## src/rtl/pw_trigger_sequencer_if.sv

```systemverilog
// pw_trigger_sequencer_if: matcher/trigger-stage signal bundle for pw_trigger_sequencer.
// Optional macro PW_TRIG_TIMEOUT_EN adds I_timeout/O_timeout.
// Ports (as seen by the sequencer through modport slave):
//   I_arm            software arm level, synchronous to fe_clk
//   I_match_trigger  single-cycle match pulse from pw_pattern_matcher
//   I_delay          cycles from match to first pulse
//   I_width          pulse high time (0 behaves as 1)
//   I_gap            low time between pulses (0 behaves as 1)
//   I_num_pulses     pulses per sequence (0 behaves as 1)
//   O_matcher_arm    arm to the matcher, high only while armed
//   O_trigger        registered trigger output
//   O_armed          high while armed
//   O_busy           high while the pulse train is in progress
//   O_done           one-cycle pulse when a sequence completes
//   O_seq_count      saturating count of completed sequences
//   I_timeout        armed timeout in cycles, 0 disables (PW_TRIG_TIMEOUT_EN)
//   O_timeout        one-cycle pulse on armed timeout (PW_TRIG_TIMEOUT_EN)
interface pw_trigger_sequencer_if #(
    parameter int pDELAY_WIDTH = 20,
    parameter int pWIDTH_WIDTH = 17,
    parameter int pCOUNT_WIDTH = 4
);
    logic                    I_arm;
    logic                    I_match_trigger;
    logic [pDELAY_WIDTH-1:0] I_delay;
    logic [pWIDTH_WIDTH-1:0] I_width;
    logic [pDELAY_WIDTH-1:0] I_gap;
    logic [pCOUNT_WIDTH-1:0] I_num_pulses;
    logic                    O_matcher_arm;
    logic                    O_trigger;
    logic                    O_armed;
    logic                    O_busy;
    logic                    O_done;
    logic [15:0]             O_seq_count;
`ifdef PW_TRIG_TIMEOUT_EN
    logic [31:0]             I_timeout;
    logic                    O_timeout;
    modport master (
        output I_arm, I_match_trigger, I_delay, I_width, I_gap, I_num_pulses, I_timeout,
        input  O_matcher_arm, O_trigger, O_armed, O_busy, O_done, O_seq_count, O_timeout
    );
    modport slave (
        input  I_arm, I_match_trigger, I_delay, I_width, I_gap, I_num_pulses, I_timeout,
        output O_matcher_arm, O_trigger, O_armed, O_busy, O_done, O_seq_count, O_timeout
    );
`else
    modport master (
        output I_arm, I_match_trigger, I_delay, I_width, I_gap, I_num_pulses,
        input  O_matcher_arm, O_trigger, O_armed, O_busy, O_done, O_seq_count
    );
    modport slave (
        input  I_arm, I_match_trigger, I_delay, I_width, I_gap, I_num_pulses,
        output O_matcher_arm, O_trigger, O_armed, O_busy, O_done, O_seq_count
    );
`endif
endinterface

```

## src/rtl/pw_trigger_sequencer.sv

```systemverilog
// pw_trigger_sequencer: arms the pattern matcher and emits a programmable trigger pulse train.
// Optional macro PW_TRIG_TIMEOUT_EN enables an armed-state timeout.
// Ports:
//   fe_clk   the only clock
//   reset_i  synchronous active-high reset
//   bus      pw_trigger_sequencer_if.slave (arm/match inputs, timing config, status outputs)
// Every output comes straight from a flop; outputs are computed alongside each state transition.
module pw_trigger_sequencer #(
    parameter int pDELAY_WIDTH = 20,
    parameter int pWIDTH_WIDTH = 17,
    parameter int pCOUNT_WIDTH = 4
) (
    input logic                  fe_clk,
    input logic                  reset_i,
    pw_trigger_sequencer_if.slave bus
);
    localparam int CW = pDELAY_WIDTH > pWIDTH_WIDTH ? pDELAY_WIDTH : pWIDTH_WIDTH;

    typedef enum logic [2:0] {IDLE, ARMED, DELAY, PULSE, GAP, DONE} state_t;

    state_t                  state_q;
    logic                    arm_prev_q;
    logic [CW-1:0]           cnt_q;
    logic [pWIDTH_WIDTH-1:0] width_q;
    logic [pDELAY_WIDTH-1:0] gap_q;
    logic [pCOUNT_WIDTH-1:0] num_q;
    logic [pCOUNT_WIDTH-1:0] idx_q;
    logic                    trig_q;
    logic                    marm_q;
    logic                    armed_q;
    logic                    busy_q;
    logic                    done_q;
    logic [15:0]             seq_q;
    logic                    arm_rise;
    logic [pWIDTH_WIDTH-1:0] w_eff;
    logic [pDELAY_WIDTH-1:0] g_eff;
    logic [pCOUNT_WIDTH-1:0] n_eff;
`ifdef PW_TRIG_TIMEOUT_EN
    logic [31:0]             tmo_cnt_q;
    logic                    tmo_q;
    logic                    tmo_fire;
    // Counter holds the number of completed ARMED cycles, so +1 fires on the I_timeout-th cycle.
    assign tmo_fire = bus.I_timeout != '0 && tmo_cnt_q + 32'd1 == bus.I_timeout;
    assign bus.O_timeout = tmo_q;
`endif

    assign arm_rise = bus.I_arm & ~arm_prev_q;
    // Zero-valued width/gap/count behave as one; shadows store the effective values.
    assign w_eff = bus.I_width == '0 ? pWIDTH_WIDTH'(1) : bus.I_width;
    assign g_eff = bus.I_gap == '0 ? pDELAY_WIDTH'(1) : bus.I_gap;
    assign n_eff = bus.I_num_pulses == '0 ? pCOUNT_WIDTH'(1) : bus.I_num_pulses;

    always_ff @(posedge fe_clk) begin
        if (reset_i) begin
            state_q    <= IDLE;
            arm_prev_q <= 1'b0;
            cnt_q      <= '0;
            width_q    <= '0;
            gap_q      <= '0;
            num_q      <= '0;
            idx_q      <= '0;
            trig_q     <= 1'b0;
            marm_q     <= 1'b0;
            armed_q    <= 1'b0;
            busy_q     <= 1'b0;
            done_q     <= 1'b0;
            seq_q      <= '0;
`ifdef PW_TRIG_TIMEOUT_EN
            tmo_cnt_q  <= '0;
            tmo_q      <= 1'b0;
`endif
        end else begin
            arm_prev_q <= bus.I_arm;
            done_q     <= 1'b0;
`ifdef PW_TRIG_TIMEOUT_EN
            tmo_q      <= 1'b0;
`endif
            case (state_q)
                IDLE: begin
                    if (arm_rise) begin
                        state_q <= ARMED;
                        marm_q  <= 1'b1;
                        armed_q <= 1'b1;
`ifdef PW_TRIG_TIMEOUT_EN
                        tmo_cnt_q <= '0;
`endif
                    end
                end
                ARMED: begin
`ifdef PW_TRIG_TIMEOUT_EN
                    tmo_cnt_q <= tmo_cnt_q + 32'd1;
`endif
                    // Abort beats a simultaneous match.
                    if (!bus.I_arm) begin
                        state_q <= IDLE;
                        marm_q  <= 1'b0;
                        armed_q <= 1'b0;
                    end else if (bus.I_match_trigger) begin
                        width_q <= w_eff;
                        gap_q   <= g_eff;
                        num_q   <= n_eff;
                        idx_q   <= '0;
                        marm_q  <= 1'b0;
                        armed_q <= 1'b0;
                        busy_q  <= 1'b1;
                        if (bus.I_delay == '0) begin
                            state_q <= PULSE;
                            cnt_q   <= CW'(w_eff - 1'b1);
                            trig_q  <= 1'b1;
                        end else begin
                            state_q <= DELAY;
                            cnt_q   <= CW'(bus.I_delay - 1'b1);
                        end
                    end
`ifdef PW_TRIG_TIMEOUT_EN
                    else if (tmo_fire) begin
                        state_q <= IDLE;
                        marm_q  <= 1'b0;
                        armed_q <= 1'b0;
                        tmo_q   <= 1'b1;
                    end
`endif
                end
                DELAY, GAP: begin
                    if (cnt_q == '0) begin
                        state_q <= PULSE;
                        cnt_q   <= CW'(width_q - 1'b1);
                        trig_q  <= 1'b1;
                    end else begin
                        cnt_q <= cnt_q - 1'b1;
                    end
                end
                PULSE: begin
                    if (cnt_q == '0) begin
                        idx_q  <= idx_q + 1'b1;
                        trig_q <= 1'b0;
                        if (idx_q + 1'b1 == num_q) begin
                            state_q <= DONE;
                            busy_q  <= 1'b0;
                            done_q  <= 1'b1;
                            seq_q   <= seq_q == 16'hFFFF ? seq_q : seq_q + 16'd1;
                        end else begin
                            state_q <= GAP;
                            cnt_q   <= CW'(gap_q - 1'b1);
                        end
                    end else begin
                        cnt_q <= cnt_q - 1'b1;
                    end
                end
                DONE: state_q <= IDLE;
                default: state_q <= IDLE;
            endcase
        end
    end

    assign bus.O_matcher_arm = marm_q;
    assign bus.O_trigger     = trig_q;
    assign bus.O_armed       = armed_q;
    assign bus.O_busy        = busy_q;
    assign bus.O_done        = done_q;
    assign bus.O_seq_count   = seq_q;
endmodule

```

## src/flat_wrapper.sv

```systemverilog
// flat-port wrapper written by rule: the top's interface ports become plain ports
module pw_trigger_sequencer_flat 
#(
    parameter int pDELAY_WIDTH = 20,
    parameter int pWIDTH_WIDTH = 17,
    parameter int pCOUNT_WIDTH = 4
)
  (fe_clk, reset_i, bus_I_arm, bus_I_match_trigger, bus_I_delay, bus_I_width, bus_I_gap, bus_I_num_pulses, bus_O_matcher_arm, bus_O_trigger, bus_O_armed, bus_O_busy, bus_O_done, bus_O_seq_count);
  pw_trigger_sequencer_if #(.pDELAY_WIDTH(pDELAY_WIDTH), .pWIDTH_WIDTH(pWIDTH_WIDTH), .pCOUNT_WIDTH(pCOUNT_WIDTH)) bus_i ();
  input logic fe_clk;
  input logic reset_i;
  input wire logic [$bits(bus_i.I_arm)-1:0] bus_I_arm;
  input wire logic [$bits(bus_i.I_match_trigger)-1:0] bus_I_match_trigger;
  input wire logic [$bits(bus_i.I_delay)-1:0] bus_I_delay;
  input wire logic [$bits(bus_i.I_width)-1:0] bus_I_width;
  input wire logic [$bits(bus_i.I_gap)-1:0] bus_I_gap;
  input wire logic [$bits(bus_i.I_num_pulses)-1:0] bus_I_num_pulses;
  output wire logic [$bits(bus_i.O_matcher_arm)-1:0] bus_O_matcher_arm;
  output wire logic [$bits(bus_i.O_trigger)-1:0] bus_O_trigger;
  output wire logic [$bits(bus_i.O_armed)-1:0] bus_O_armed;
  output wire logic [$bits(bus_i.O_busy)-1:0] bus_O_busy;
  output wire logic [$bits(bus_i.O_done)-1:0] bus_O_done;
  output wire logic [$bits(bus_i.O_seq_count)-1:0] bus_O_seq_count;
  assign bus_i.I_arm = bus_I_arm;
  assign bus_i.I_match_trigger = bus_I_match_trigger;
  assign bus_i.I_delay = bus_I_delay;
  assign bus_i.I_width = bus_I_width;
  assign bus_i.I_gap = bus_I_gap;
  assign bus_i.I_num_pulses = bus_I_num_pulses;
  assign bus_O_matcher_arm = bus_i.O_matcher_arm;
  assign bus_O_trigger = bus_i.O_trigger;
  assign bus_O_armed = bus_i.O_armed;
  assign bus_O_busy = bus_i.O_busy;
  assign bus_O_done = bus_i.O_done;
  assign bus_O_seq_count = bus_i.O_seq_count;
  pw_trigger_sequencer #(.pDELAY_WIDTH(pDELAY_WIDTH), .pWIDTH_WIDTH(pWIDTH_WIDTH), .pCOUNT_WIDTH(pCOUNT_WIDTH)) u_core (.fe_clk(fe_clk), .reset_i(reset_i), .bus(bus_i));
endmodule
```

## config.mk

```make
export PLATFORM = sky130hd
export DESIGN_NAME = pw_trigger_sequencer_flat
export DESIGN_NICKNAME = d
export VERILOG_FILES = /design/src/rtl/pw_trigger_sequencer_if.sv /design/src/rtl/pw_trigger_sequencer.sv /design/src/flat_wrapper.sv
export SDC_FILE = /design/constraint.sdc
export NUM_CORES = 1
export LEC_CHECK = 0
export BUFFER_PORTS_ARGS = -buffer_cell sky130_fd_sc_hd__buf_4
export CORE_UTILIZATION = 35
export DETAILED_ROUTE_END_ITERATION = 12
export GPL_ROUTABILITY_DRIVEN = 0
export GPL_TIMING_DRIVEN = 1
export SLEW_MARGIN = 20
export SYNTH_ARGS = -nofsm -noshare
export SYNTH_HDL_FRONTEND = slang
export SYNTH_SLANG_ARGS = --single-unit
```

## constraint.sdc

```tcl
create_clock -name fe_clk -period 2.64 [get_ports fe_clk]
set_input_delay 0.132 -clock fe_clk [delete_from_list [all_inputs] [get_ports fe_clk]]
set_output_delay 0.132 -clock fe_clk [all_outputs]
set_load 0.01 [all_outputs]
```

Word-level counts from Yosys, hierarchy flattened
Index checks and enable logic that the tools add are counted.
{"block": "totals", "word_cells": 96, "reg_bits": 89, "out_inout_bits": 21}
{"block": "op_classes", "n_eq_ne": 15, "n_reduce_logical": 19, "n_mux": 38, "bitwise_logic": 5, "addsub": 7}
{"cell": "$mux W20", "count": 7}
{"cell": "$logic_not A20 Y1", "count": 3}
{"cell": "$pmux W20 S3", "count": 1}
{"cell": "$sub A20 B1 Y20 const B", "count": 3}
{"cell": "$sub A17 B1 Y18 const B", "count": 2}
{"cell": "$logic_not A17 Y1", "count": 1}
{"cell": "$mux W17", "count": 1}
{"cell": "$add A16 B1 Y16 const B", "count": 1}
{"cell": "$eq A16 B16 Y1 const B", "count": 1}
{"cell": "$mux W4", "count": 4}
{"cell": "$reduce_and A4 Y1", "count": 4}
{"cell": "$mux W1", "count": 15}
{"cell": "$mux W3", "count": 5}
{"cell": "$pmux W3 S4", "count": 1}
{"cell": "$ne A2 B1 Y1 const B", "count": 5}
{"cell": "$pmux W4 S2", "count": 1}
{"cell": "$eq A3 B2 Y1 const B", "count": 2}
{"cell": "$ne A3 B3 Y1 const B", "count": 2}
{"cell": "$reduce_and A3 Y1", "count": 2}
{"cell": "$reduce_and A6 Y1", "count": 1}
{"cell": "$reduce_and A5 Y1", "count": 1}
{"cell": "$add A4 B1 Y4 const B", "count": 1}
{"cell": "$eq A4 B4 Y1", "count": 1}
{"cell": "$logic_not A4 Y1", "count": 1}
{"cell": "12 further kinds", "count": 18}

Logic depth before layout (Yosys ltp)
{"block": "logic_depth", "depth_word": 7, "depth_mapped": 11, "depth_no_buf": 11}

Worst setup path after synthesis
No wires, ideal clock.
{"block": "synth_timing", "path_type": "reg-to-reg", "startpoint": "register u_core.cnt_q[0]", "endpoint": "register u_core.seq_q[3] (netlist: u_core.bus.O_seq_count[3])", "path_buffers": 1, "path_stages_with_launch": 10, "slack_ns": 0.382, "synth_period_minus_slack_ns": 2.258, "arrival_time_ns": 2.188, "required_ns": 2.570, "path_cell_list": "dfxtp_1 inv_1 ha_1 nor3b_2 nand2_1 nor4_2 nand3_1 buf_2 or3_1 a21oi_1"}
{"block": "synth_between", "elab_chain_cells": 2}
{"item": "start, declared", "line": "pw_trigger_sequencer.sv:23", "text": "logic [CW-1:0] cnt_q;"}
{"item": "start signal, assigned", "line": "pw_trigger_sequencer.sv:108", "text": "cnt_q <= CW'(w_eff - 1'b1);"}
{"item": "start signal, assigned", "line": "pw_trigger_sequencer.sv:112", "text": "cnt_q <= CW'(bus.I_delay - 1'b1);"}
{"item": "start signal, assigned", "line": "pw_trigger_sequencer.sv:127", "text": "cnt_q <= CW'(width_q - 1'b1);"}
{"item": "$logic_not A20 Y1", "line": "pw_trigger_sequencer.sv:134", "text": "if (cnt_q == '0) begin"}
{"item": "$reduce_and A4 Y1 (no line)"}
{"item": "end signal, assigned", "line": "pw_trigger_sequencer.sv:141", "text": "seq_q <= seq_q == 16'hFFFF ? seq_q : seq_q + 16'd1;"}
{"item": "end, declared", "line": "pw_trigger_sequencer.sv:33", "text": "logic [15:0] seq_q;"}
Every way passes these cells.
A chain may end at the register's enable or synchronous reset.

Worst setup path after layout
{"block": "layout_timing", "startpoint": "register u_core.cnt_q[8]", "endpoint": "register u_core.cnt_q[0]"}
{"block": "layout_between", "elab_chain_cells": 3}
{"item": "$logic_not A20 Y1 *", "line": "pw_trigger_sequencer.sv:125, pw_trigger_sequencer.sv:134"}
{"item": "$ne A3 B3 Y1 (no line), or another cell as far along"}
{"item": "$reduce_and A4 Y1 (no line) / $pmux W20 S3 (equally long branches)"}
Mark *: on every way between the ends. The rest lies on a longest branch, timed or not.

==> load_flow_metrics.sql <==
INSERT INTO impl_metrics (metric_group, metric, value, unit) VALUES
('run', 'maxCapViolations', '0', ''),
('drt', 'antenna_left', '0', ''),
('pwr', 'power_switching_share', '43.4', '%'),
('setup_path', 'setup.worst_path.start_class', 'flop', ''),
('drt', 'vias', '6561', ''),
('pwr', 'power.switching', '2850', 'uW'),
('global_route', 'grt_first_pass_wirelength', '31300', 'um'),
('global_route', 'globalRoute.totalOverflow', '0', ''),
('sta', 'setup_tns', '0', 'ns'),
('setup_path', 'timing.critical_path.max_delay_family', 'simple AND/OR/NAND/NOR gates', ''),
('yosys', 'number_of_flops_mapped_to_enable_cells_by_yosys', '0', ''),
('clock_network', 'cts_buffer_depth', '2', ''),
('yosys', 'postSynthRegisterBits', '89', ''),
('setup_path', 'cpPeakStageDelay', '0.61', 'ns'),
('setup_path', 'standard_cell_with_the_maximum_stage_delay_on_the_critical_path', 'sky130_fd_sc_hd__or4_1', ''),
('yosys', 'synth-warning-count', '0', ''),
('sta', 'relSlewSlack', '45.9', '%'),
('sta', 'worst-slew-pin-transition', '0.811', 'ns'),
('drt', 'route.detailed.vias_per_inst', '5.66', ''),
('global_route', 'grt_pass1_vias', '5956', ''),
('sta', 'setup-violations-final', '0', ''),
('pwr', 'power.share.sequential', '25.4', '%'),
('clock_network', 'cts_root_buf', 'sky130_fd_sc_hd__clkbuf_16', ''),
('global_route', 'antenna_found_initial', '0', ''),
('final_layout', 'flow.area_growth_from_synthesis', '23.4', '%'),
('floorplan', 'design.die.area', '18100', 'um2'),
('sta', 'fmax', '408', 'MHz'),
('floorplan', 'chipHeight', '135', 'um'),
('worst_hold_path', 'worst_hold_path_type', 'in2reg', ''),
('final_layout', 'antenna_cells_inserted', '0', ''),
('final_layout', 'count_of_nets_after_finishing', '1004', ''),
('final_layout', 'layout_commonest_cell', 'sky130_fd_sc_hd__buf_4', ''),
('floorplan', 'core', '17200', 'um2'),
('clock_network', 'clock_pin_slew_reported_for_the_worst_setup_and_hold_paths_after_clock_tree_synthesis', '0.07', 'ns'),
('yosys', 'ys_seq_area_share', '28.9', '%'),
('sta', 'slew_viol_final', '0', ''),
('final_layout', 'fraction_of_final_layout_cells_sized_beyond_drive_strength_1', '19.7', '%'),
('yosys', 'synth_fp_nets', '899', ''),
('clock_network', 'inserted_clock_buffers', '9', ''),
('placement', 'half_perimeter_wire_length_of_the_detailed_placement_result', '15100', 'um'),
('setup_path', 'cp.arrival', '2.64', 'ns'),
('yosys', 'post_synth_num_cell_types', '71', ''),
('drt', 'drt_first_pass_iters', '5', ''),
('yosys', 'synthArstFlopShare', '0', '%'),
('setup_path', 'timing.critical_path.to_type', 'flop', ''),
('setup_path', 'timing.setup.critical_path_class', 'reg2reg', ''),
('clock_network', 'htree_num_levels', '3', ''),
('floorplan', 'boundaryPins', '86', ''),
('final_layout', 'leading_cell_types_in_the_layout_fill_and_taps_excluded', 'sky130_fd_sc_hd__buf_4 (139), sky130_fd_sc_hd__nand2_1 (125), sky130_fd_sc_hd__dfxtp_1 (89)', ''),
('sta', 'clock_skew', '0.00768', 'ns'),
('clock_network', 'tritoncts', 'yes', ''),
('global_route', 'globalRouteTotalUtil', '22.0', '%'),
('clock_network', 'insertion_delay', '0.35', 'ns'),
('status', 'outcome', 'finished, final reports clean', ''),
('pwr', 'power-per-cell-area', '864', 'nW/um2'),
('drt', 'post-route-drc-count', '0', ''),
('sta', 'finalHoldViolations', '0', ''),
('sta', 'unrepaired_setup_endpoints_after_global_routing', 'false', ''),
('clock_network', 'cts_sinks', '89', ''),
('setup_path', 'timing.critical_path.buf_inv', '1', ''),
('pwr', 'internal_power', '3720', 'uW'),
('yosys', 'netlist_instances', '825', ''),
('drt', 'routed_wl', '19700', 'um'),
('final_layout', 'filler_cell_count', '1782', ''),
('placement', 'numPortBuffers', '85', ''),
('setup_path', 'cp_cell_sequence', 'or4_1 -> nor4_4 -> buf_4 -> and2_2 -> nor3_1 -> nor4_1 -> a211oi_1', ''),
('sta', 'period_needed', '2.45', 'ns'),
('pwr', 'clock_power_share', '21.3', '%'),
('floorplan', 'fp.dieW', '135', 'um'),
('pwr', 'power.static_leakage', '0.00291', 'uW'),
('floorplan', 'core.rowCount', '48', '');
through the flow:
step | area, um2 | std cells | util [%] | hold WS, ns | setup slack [ns]
floorplan | 6160 | 825 | - | 0.260 | 0.382
global placement | 7280 | 1144 | 42.2 | 0.372 | 0.0651
detailed placement | 7280 | 1144 | 42.2 | 0.384 | 0.0163
CTS | 7600 | 1160 | 44.1 | 0.0244 | 0.159
global route | 7610 | 1160 | 44.1 | 0.0304 | 0.0367
finish | 7610 | 1160 | 44.1 | 0.0338 | 0.191
cell usage after synthesis, drive strengths merged (16+ instances only):
library cell  instances  area [um2]
o21ai                29         145
xnor2                24         210
a311oi               16         146
a21oi                84         439
o31ai                17         128
nor4                 28         245
nand2               126         475
nor2                 80         308
xor2                 38         333
nor3                 28         145
clkbuf               35         131
or3                  19         119
dfxtp                89        1780
nand3                28         145
or4                  24         191
worst reg2reg max path, delay by kind of cell, from the launching register on:
kind                   cells  cell delay [ns]
and+or+nand+nor            5             1.64
AOI/OAI and AO/OA          1             0.11
buffers and inverters      1             0.20
DFF                        1             0.36
cells by family (layout without fill, tap and decap cells):
group                      Yosys count  count (layout)  share of synthesized area, %
muxes                                7               7                          1.20
xor gates and xnor gates            62              62                          8.81
adders and majority gates            9               9                          1.83
and+or+nand+nor                    389             389                          32.9
AOI/OAI and AO/OA                  212             212                          22.2
buffers and inverters               57             167                          4.10
DFF                                 89              89                          28.9
what timing repair did:
| item | CTS | global route |
|---|---|---|
| buffers inserted | 0 | 0 |
| setup endpoints to repair | 0 | 2 |
| resized for setup | 0 | 2 |
| hold buffers | 0 | 0 |
layout make-up:
type                            count  area (um2)  share of cell area, %
Multi-Input combinational cell    679        4140                   54.4
Sequential cell                    89        1780                   23.4
Timing Repair Buffer              139        1040                   13.7
Tap cell                          225         282                   3.70
Clock buffer                       10         229                   3.01
Clock inverter                      6        90.1                   1.18
Inverter                           12        45.0                  0.592
power groups by stage:
stage / Combinational (uW) / Clock (uW) / Sequential, uW
3_3_place_gp: 3430 / 0 / 1690
4_1_cts: 3430 / 1430 / 1670
2_1_floorplan: 2240 / 0 / 1670
6_report: 3500 / 1400 / 1670
5_1_grt: 3790 / 1490 / 1700
3_5_place_dp: 3410 / 0 / 1700
flip-flops by register name (all words and copies together) (netlist names), 3 cells and up:
signal	flops
u_core.bus.O_seq_count	16
u_core.idx_q	4
u_core.width_q	17
u_core.num_q	4
u_core.state_q	3
u_core.gap_q	20
u_core.cnt_q	20
worst paths after layout:
kind / start / to / slack [ns] / cells after the start
worst max-delay path: u_core.cnt_q[8] / u_core.cnt_q[0] / 0.19 / 7
worst min-delay path: bus_I_arm / u_core.arm_prev_q / 0.03 / 2
worst max register to register: u_core.cnt_q[8] / u_core.cnt_q[0] / 0.19 / 7
worst min register to register: u_core.num_q[1] / u_core.num_q[1] / 0.47 / 2
layer usage:
metal	wire length [um]	GRT usage, %
met3	1050	4.05
met1	9400	30.8
met2	8580	33.4
met4	648	8.49
met5	0	0
Note: power is estimated with default switching activity, not from simulation.
